[config.mk]
export PLATFORM = sky130hd
export DESIGN_NAME = pipeline_hazard_sequencer
export DESIGN_NICKNAME = d
export VERILOG_FILES = /design/src/rtl/pipeline_hazard_sequencer.sv
export SDC_FILE = /design/constraint.sdc
export NUM_CORES = 1
export LEC_CHECK = 0
export ABC_CLOCK_PERIOD_IN_PS = 2700
export CAP_MARGIN = 20
export CORE_ASPECT_RATIO = 1.75
export CORE_MARGIN = 4
export CORE_UTILIZATION = 48
export DETAILED_ROUTE_END_ITERATION = 8
export GPL_ROUTABILITY_DRIVEN = 0
export PLACE_DENSITY = 0.92
export REMOVE_ABC_BUFFERS = 1
export SETUP_SLACK_MARGIN = 0.2
export SYNTH_ARGS = -nofsm -noshare
export SYNTH_HDL_FRONTEND = slang
export SYNTH_SLANG_ARGS = --single-unit
[constraint.sdc]
create_clock -name Clk -period 2.7 [get_ports Clk]
set_input_delay 0.27 -clock Clk [delete_from_list [all_inputs] [get_ports Clk]]
set_output_delay 0.27 -clock Clk [all_outputs]
set_load 0.02 [all_outputs]
[src/rtl/pipeline_hazard_sequencer.sv]
// pipeline_hazard_sequencer: stage enables, load-use bubbles, redirect flushes, single-step FSM and perf counters
module pipeline_hazard_sequencer #(
  parameter int CNT_W = 16
) (
  input  logic             Clk,
  input  logic             Reset,
  input  logic [4:0]       id_rs,
  input  logic [4:0]       id_rt,
  input  logic             id_uses_rt,
  input  logic             ex_mem_read,
  input  logic [4:0]       ex_rt,
  input  logic             mem_redirect,
  input  logic             step_mode,
  input  logic             step_req,
  output logic             pc_write,
  output logic             ifid_write,
  output logic             pipe_write,
  output logic             idex_bubble,
  output logic             flush_ifid,
  output logic             flush_idex,
  output logic             flush_exmem,
  output logic [1:0]       seq_state,
  output logic [CNT_W-1:0] stall_cnt,
  output logic [CNT_W-1:0] flush_cnt
);
  typedef enum logic [1:0] {
    S_RUN  = 2'd0,
    S_HALT = 2'd1,
    S_STEP = 2'd2
  } state_t;
  state_t           r_state;
  state_t           w_next;
  logic [CNT_W-1:0] r_stall_cnt;
  logic [CNT_W-1:0] r_flush_cnt;
  logic             w_adv;
  logic             w_load_use;
  logic             w_stall;
  logic             w_flush;
  assign w_adv      = (r_state == S_RUN) || (r_state == S_STEP);
  assign w_load_use = ex_mem_read && (ex_rt != 5'd0) &&
                      ((ex_rt == id_rs) || (id_uses_rt && (ex_rt == id_rt)));
  // a redirect makes the stalled ID instruction wrong-path, so it wins over load-use
  assign w_flush    = Reset && w_adv && mem_redirect;
  assign w_stall    = Reset && w_adv && !mem_redirect && w_load_use;
  assign seq_state  = r_state;
  assign stall_cnt  = r_stall_cnt;
  assign flush_cnt  = r_flush_cnt;
  // sequencer state register; reset always returns to RUN and forgets any pending step
  always_ff @(posedge Clk) begin
    if (!Reset) r_state <= S_RUN;
    else        r_state <= w_next;
  end
  // next state: a step lasts one cycle regardless of what that cycle does in the pipe
  always_comb begin
    w_next = S_RUN;
    if (r_state == S_RUN)       w_next = step_mode ? S_HALT : S_RUN;
    else if (r_state == S_HALT) w_next = !step_mode ? S_RUN : (step_req ? S_STEP : S_HALT);
    else if (r_state == S_STEP) w_next = step_mode ? S_HALT : S_RUN;
  end
  // stage controls, zero-latency from inputs and current state
  always_comb begin
    pc_write    = 1'b0;
    ifid_write  = 1'b0;
    pipe_write  = 1'b0;
    idex_bubble = 1'b0;
    flush_ifid  = 1'b0;
    flush_idex  = 1'b0;
    flush_exmem = 1'b0;
    if (!Reset) begin
      flush_ifid  = 1'b1;
      flush_idex  = 1'b1;
      flush_exmem = 1'b1;
    end else if (w_adv) begin
      pc_write    = !w_stall;
      ifid_write  = !w_stall;
      pipe_write  = 1'b1;
      idex_bubble = w_stall;
      flush_ifid  = w_flush;
      flush_idex  = w_flush;
      flush_exmem = w_flush;
    end
  end
  // saturating performance counters, frozen while halted
  always_ff @(posedge Clk) begin
    if (!Reset) begin
      r_stall_cnt <= '0;
      r_flush_cnt <= '0;
    end else begin
      if (w_stall && (r_stall_cnt != {CNT_W{1'b1}})) r_stall_cnt <= r_stall_cnt + 1'b1;
      if (w_flush && (r_flush_cnt != {CNT_W{1'b1}})) r_flush_cnt <= r_flush_cnt + 1'b1;
    end
  end
endmodule
==> impl_metrics.toml, run 1 <==
[logic_synthesis]
yosys.cell_types.count = 35
yosysSeqAreaShare = 0.3820
syn_inst = 205
yosysWarnings = 0
avgSynthCellArea_sq_um = 8.691
ys_ff_latch = 34
synthesis.area_sq_um = 1782
synthTopCellsByArea = "dfxtp_1 (38%), xnor2_1 (6.4%), nand4_1 (4.9%), xor2_1 (4.9%), nor2_1 (4.2%)"
yosysTopAreaCellShare = 0.3820
synth_top_area_cell = "dfxtp_1"

[layout]
area_growth_pct = 43.05
drive_above_1_share = 0.09124
antenna_cells = 0
nets = 297
final_area_sq_um = 2549

[drt]
num_vias = 1778
antenna_left = 0
remaining_drc_errors = 0
vias_per_cell = 5.556
drt_pass1_iterations = 4
wl_um = 4726
drt_iter0_markers = 28
wl_per_cell_um = 14.77

[clock_tree]
clock_latency_ps = 290
cts_buffers = 5
h-tree-depth = 2
cts_root_buffer = "clkbuf_8"
cts_buffer_depth = 2
cts_tree = "built"
cts_num_sinks = 34
path_clk_slew_ps = 70
post_cts_buffers = 0

[global_routing]
overflow = 0
use_met3 = 0.05734
grt_antenna_before_repair = 0
grt_max_degree = 29
use_met1 = 0.2115
grt_pass1_vias = 1773
globalRouteTotalUtil = 0.2212
grt_util_met2 = 0.4172
grt_pass1_wl_um = 7797
grt-busiest-layer = "met2"

[timing]
min_period_over_period = 0.8959
slew_violations = 0
post-route-min-period_ps = 2419
whs_ps = 461.3
setup-tns-final_ps = 0
rsz0062_at_grt = "no"
maxSlewHeadroom = 0.6686
finalSetupViolCount = 0
fmax_ghz = 0.4134
tightest_slew_ps = 496.4
fin_skew_ps = 6.098
finalHoldViolations = 0

[power_and_ir_drop]
power_density_nw_per_um2 = 401.6
power.total_uw = 1023
power.leakage_uw = 0.0009315
ir_drop_v = 0.0004047

[floorplan]
die_w_um = 54.06
dieArea_sq_um = 4789
fp.dieH_um = 88.60
coreArea_sq_um = 3592
fp-row-count = 29
ios = 63
start_util = 0.4960

[setup_path]
crit_buf_inv = 2
path_cells = "clkdlybuf4s50_1 -> or4_1 -> o2111a_2 -> and2_1 -> nor2_1 -> dlygate4sd2_1"
cp_slowest_cell = "or4_1"
required_ps = 2430
crit_fanout = 2
cp_data_arrival_time_ps = 2150
worstSetupPathType = "input port to output port"
slowest_delay_ps = 550
crit_family = "simple AND/OR/NAND/NOR gates"
end_kind = "output port"
startpoint_type = "input port"

[hold_path]
hp-class = "flip-flop to flip-flop"

[job]
cap_violations = 0

[placed_design]
numPortBuffers = 62
place_hpwl_um = 3660
placed_cell_area_sq_um = 2457

[outcome]
outcome = "completed"
cell type report:
type	instances	area (sq um)
timing repair buffer	71	684.4
fill	275	1044
multi-input combinational	156	1012
inverter	5	18.77
clock inverter	2	12.51
clock buffer	6	82.58
sequential	34	680.7
tap	46	57.56
cells in the mapped netlist (all sizes together):
| master | instances |
|---|---|
| dfxtp | 34 |
| nor2 | 20 |
| nand3 | 14 |
| nand4 | 14 |
| nand2 | 13 |
| xnor2 | 13 |
| a21oi | 11 |
| xor2 | 10 |
| o21ai | 9 |
| and3 | 8 |
| buf | 8 |
| and4 | 7 |
| or4 | 7 |
| o31ai | 6 |
| inv | 5 |
| mux2i | 5 |
| or3 | 5 |
| nand2b | 3 |
| and2 | 2 |
| clkbuf | 2 |
| ha | 2 |
| nor3 | 2 |
| a21boi | 1 |
| a31oi | 1 |
| nor2b | 1 |
| o2111a | 1 |
| o22ai | 1 |
path summary, 6_finish.rpt:
check | from | to | slack [ps] | cells after the start
hold reg to reg | seq_state[1] | seq_state[1] | 460 | 1
setup / recovery | ex_rt[1] | pc_write | 280 | 6
hold / removal | seq_state[1] | seq_state[1] | 460 | 1
setup reg to reg | stall_cnt[0] | stall_cnt[15] | 590 | 6
kinds of logic after synthesis:
logic type,share of synthesized area
simple gates,0.3097
flops,0.3820
compound gates,0.1032
xor+xnor,0.1131
buf+inv,0.04986
mux,0.02809
fa+ha+maj,0.01404
metrics by stage:
| step | setup slack [ps] | utilization | instances |
|---|---|---|---|
| after floorplan | 556.5 | - | 195 |
| after global placement | 43.70 | 0.6841 | 312 |
| after detailed placement | -5.194 | 0.6841 | 312 |
| after CTS | 277.3 | 0.7095 | 320 |
| after global routing | 238.8 | 0.7095 | 320 |
| final | 281.2 | 0.7095 | 320 |
power breakdown:
| group | switching, uW | internal [uW] |
|---|---|---|
| Sequential | 4.35 | 504 |
| Clock | 191 | 205 |
| Combinational | 53.2 | 65.5 |
sequential cells by signal (all words and copies together) (netlist names):
register	flops
flush_cnt	16
stall_cnt	16
seq_state	2
cells in the final DEF (no fill, tap or decap), types with 2 or more instances in the layout:
cell,n
clkdlybuf4s50_1,59
dfxtp_1,34
nor2_1,20
nand4_1,14
xnor2_1,13
nand2_1,13
nand3_1,12
a21oi_1,11
xor2_1,10
buf_4,9
or4_1,7
and3_1,7
and4_1,7
o31ai_1,6
clkbuf_8,6
o21ai_0,5
mux2i_1,5
or3_1,5
inv_1,4
o21ai_1,4
dlygate4sd2_1,3
and2_1,2
nand3_2,2
nand2b_1,2
ha_1,2
metal layers:
layer	wire length, um	up-vias
met5	0	-
met4	122	0
met3	204	12
met2	2751	44
met1	1648	841
li1	-	881
repair_timing:
| item | in CTS | in global routing |
|---|---|---|
| hold buffers | 0 | 0 |
| hold endpoints to repair | 0 | 0 |
| setup endpoints to repair | 3 | 0 |
| gates resized for setup | 3 | 0 |
Power figures use the tool's default switching activity.
==> inputs of run 2 (changes only) <==
- PLACE_DENSITY: 0.92 -> 0.85
==> impl_metrics.toml, run 2 (synthesis gave the netlist of run 1 again) <==
[drt]
wl_per_cell_um = 15.25
remaining_drc_errors = 0
drt_iter0_markers = 35
antenna_left = 0
num_vias = 1771
drt_pass1_iterations = 4
vias_per_cell = 5.552
wl_um = 4866

[timing]
fin_skew_ps = 8.744
finalSetupViolCount = 0
tightest_slew_ps = 499.2
post-route-min-period_ps = 2394
setup-tns-final_ps = 0
maxSlewHeadroom = 0.6667
fmax_ghz = 0.4178
rsz0062_at_grt = "no"
min_period_over_period = 0.8865
slew_violations = 0
finalHoldViolations = 0

[floorplan]
fp-row-count = 29
ios = 63
start_util = 0.4960
fp.dieH_um = 88.60
coreArea_sq_um = 3592
die_w_um = 54.06
dieArea_sq_um = 4789

[global_routing]
grt_pass1_vias = 1789
grt_antenna_before_repair = 0
overflow = 0
grt_max_degree = 29
globalRouteTotalUtil = 0.2218
grt_pass1_wl_um = 7941

[layout]
area_growth_pct = 43.68
seq_area_sq_um = 680.7
final_util = 0.7126
drive_above_1_share = 0.08791
final_cell_mix = "clkdlybuf4s50_1 (59), dfxtp_1 (34), nor2_1 (20), nand4_1 (14)"
multi_input_comb_area_sq_um = 1012
final_common_cell = "clkdlybuf4s50_1"
antenna_cells = 0
nets = 296
n_fill_cell = 293

[clock_tree]
clock_latency_ps = 290
cts_num_sinks = 34
cts_resized = 3
cts_hold_buf = 0
post_cts_buffers = 0
path_clk_slew_ps = 70
cts_buffers = 5
cts_root_buffer = "clkbuf_8"
cts_tree = "built"
cts_buffer_depth = 2
h-tree-depth = 2

[setup_path]
r2r_end = "stall_cnt[4]"
crit_fanout = 2
cp_data_arrival_time_ps = 2120
r2r_setup_slack_ps = 650
startpoint_type = "input port"
end_kind = "output port"
reg2reg_from = "stall_cnt[0]"
worstRegToRegCells = 7
cp_slowest_cell = "or4_1"
slowest_delay_ps = 530
crit_family = "simple AND/OR/NAND/NOR gates"
worstSetupPathType = "input port to output port"
crit_buf_inv = 2
path_cells = "clkdlybuf4s50_1 -> or4_1 -> o2111a_2 -> and2_1 -> nor2_1 -> dlygate4sd2_1"
required_ps = 2430

[hold_path]
whs_path_depth = 1
hold_end = "seq_state[1]"
hp-start = "seq_state[1]"
hp-class = "flip-flop to flip-flop"

[outcome]
outcome = "completed"

[power_and_ir_drop]
ir_drop_v = 0.0005008
power.total_uw = 1102
power_density_nw_per_um2 = 430.3
power.leakage_uw = 0.0009299

[job]
cap_violations = 0

[placed_design]
place_hpwl_um = 3605
numPortBuffers = 62
==> run 2: how the worst max path moves through the flow <==
stage | from | to | slack, ps | depth (start not counted)
2_1_floorplan | ex_rt[1] | ifid_write | 560 | 4
3_3_place_gp | ex_rt[1] | ifid_write | 60 | 6
3_5_place_dp | ex_rt[1] | pc_write | 10 | 6
4_1_cts | ex_rt[1] | ifid_write | 300 | 6
5_1_grt | ex_rt[1] | ifid_write | 230 | 6
6_report | ex_rt[1] | ifid_write | 310 | 6
==> run 2: layout make-up <==
class,instances,area share
Sequential cell,34,0.2659
Inverter,5,0.007331
Clock buffer,5,0.02688
Timing Repair Buffer,70,0.2644
Tap cell,46,0.02248
Multi-Input combinational cell,156,0.3954
Clock inverter,3,0.01760
==> run 2: through the flow <==
stage	cells	hold WS (ps)	worst slack, ps	area (sq um)
6_report	319	439.2	306.5	2560
5_1_grt	319	478.3	226.3	2560
4_1_cts	319	450.5	303.4	2560
3_5_place_dp	311	440.5	14.81	2450
3_3_place_gp	311	422.6	58.76	2450
2_1_floorplan	195	391.7	556.5	1712
==> run 2: worst reg2reg max path, delay by kind of cell (launching register included) <==
family                   cells  cell delay [ps]
AO/OA/AOI/OAI                1              160
AND/OR/NAND/NOR              4              940
flip-flops                   1              360
adder cells (fa/ha/maj)      1              260
buffers and inverters        1              260
==> run 2: power breakdown <==
group,switching (uW),leakage [uW],internal [uW]
registers,4.22,0.000274,504
logic,54.2,0.000605,64.7
clock network,200,0.0000504,275
==> run 2: routing by layer <==
metal / GRT usage / wire (um) / vias to the layer above / share of wire
met2: 0.4305 / 2812 / 44 / 0.58
met5: 0 / 0 / - / 0
li1: - / - / 872 / -
met1: 0.2177 / 1799 / 847 / 0.37
met4: 0.07483 / 75 / 0 / 0.015
met3: 0.05059 / 179 / 8 / 0.037
==> inputs of run 3 (changes only) <==
- CTS_CLUSTER_SIZE: not set -> 16
- SLEW_MARGIN: not set -> 20
==> results of run 3 <==
Final layout, timing and power as in run 2 (identical DEF).
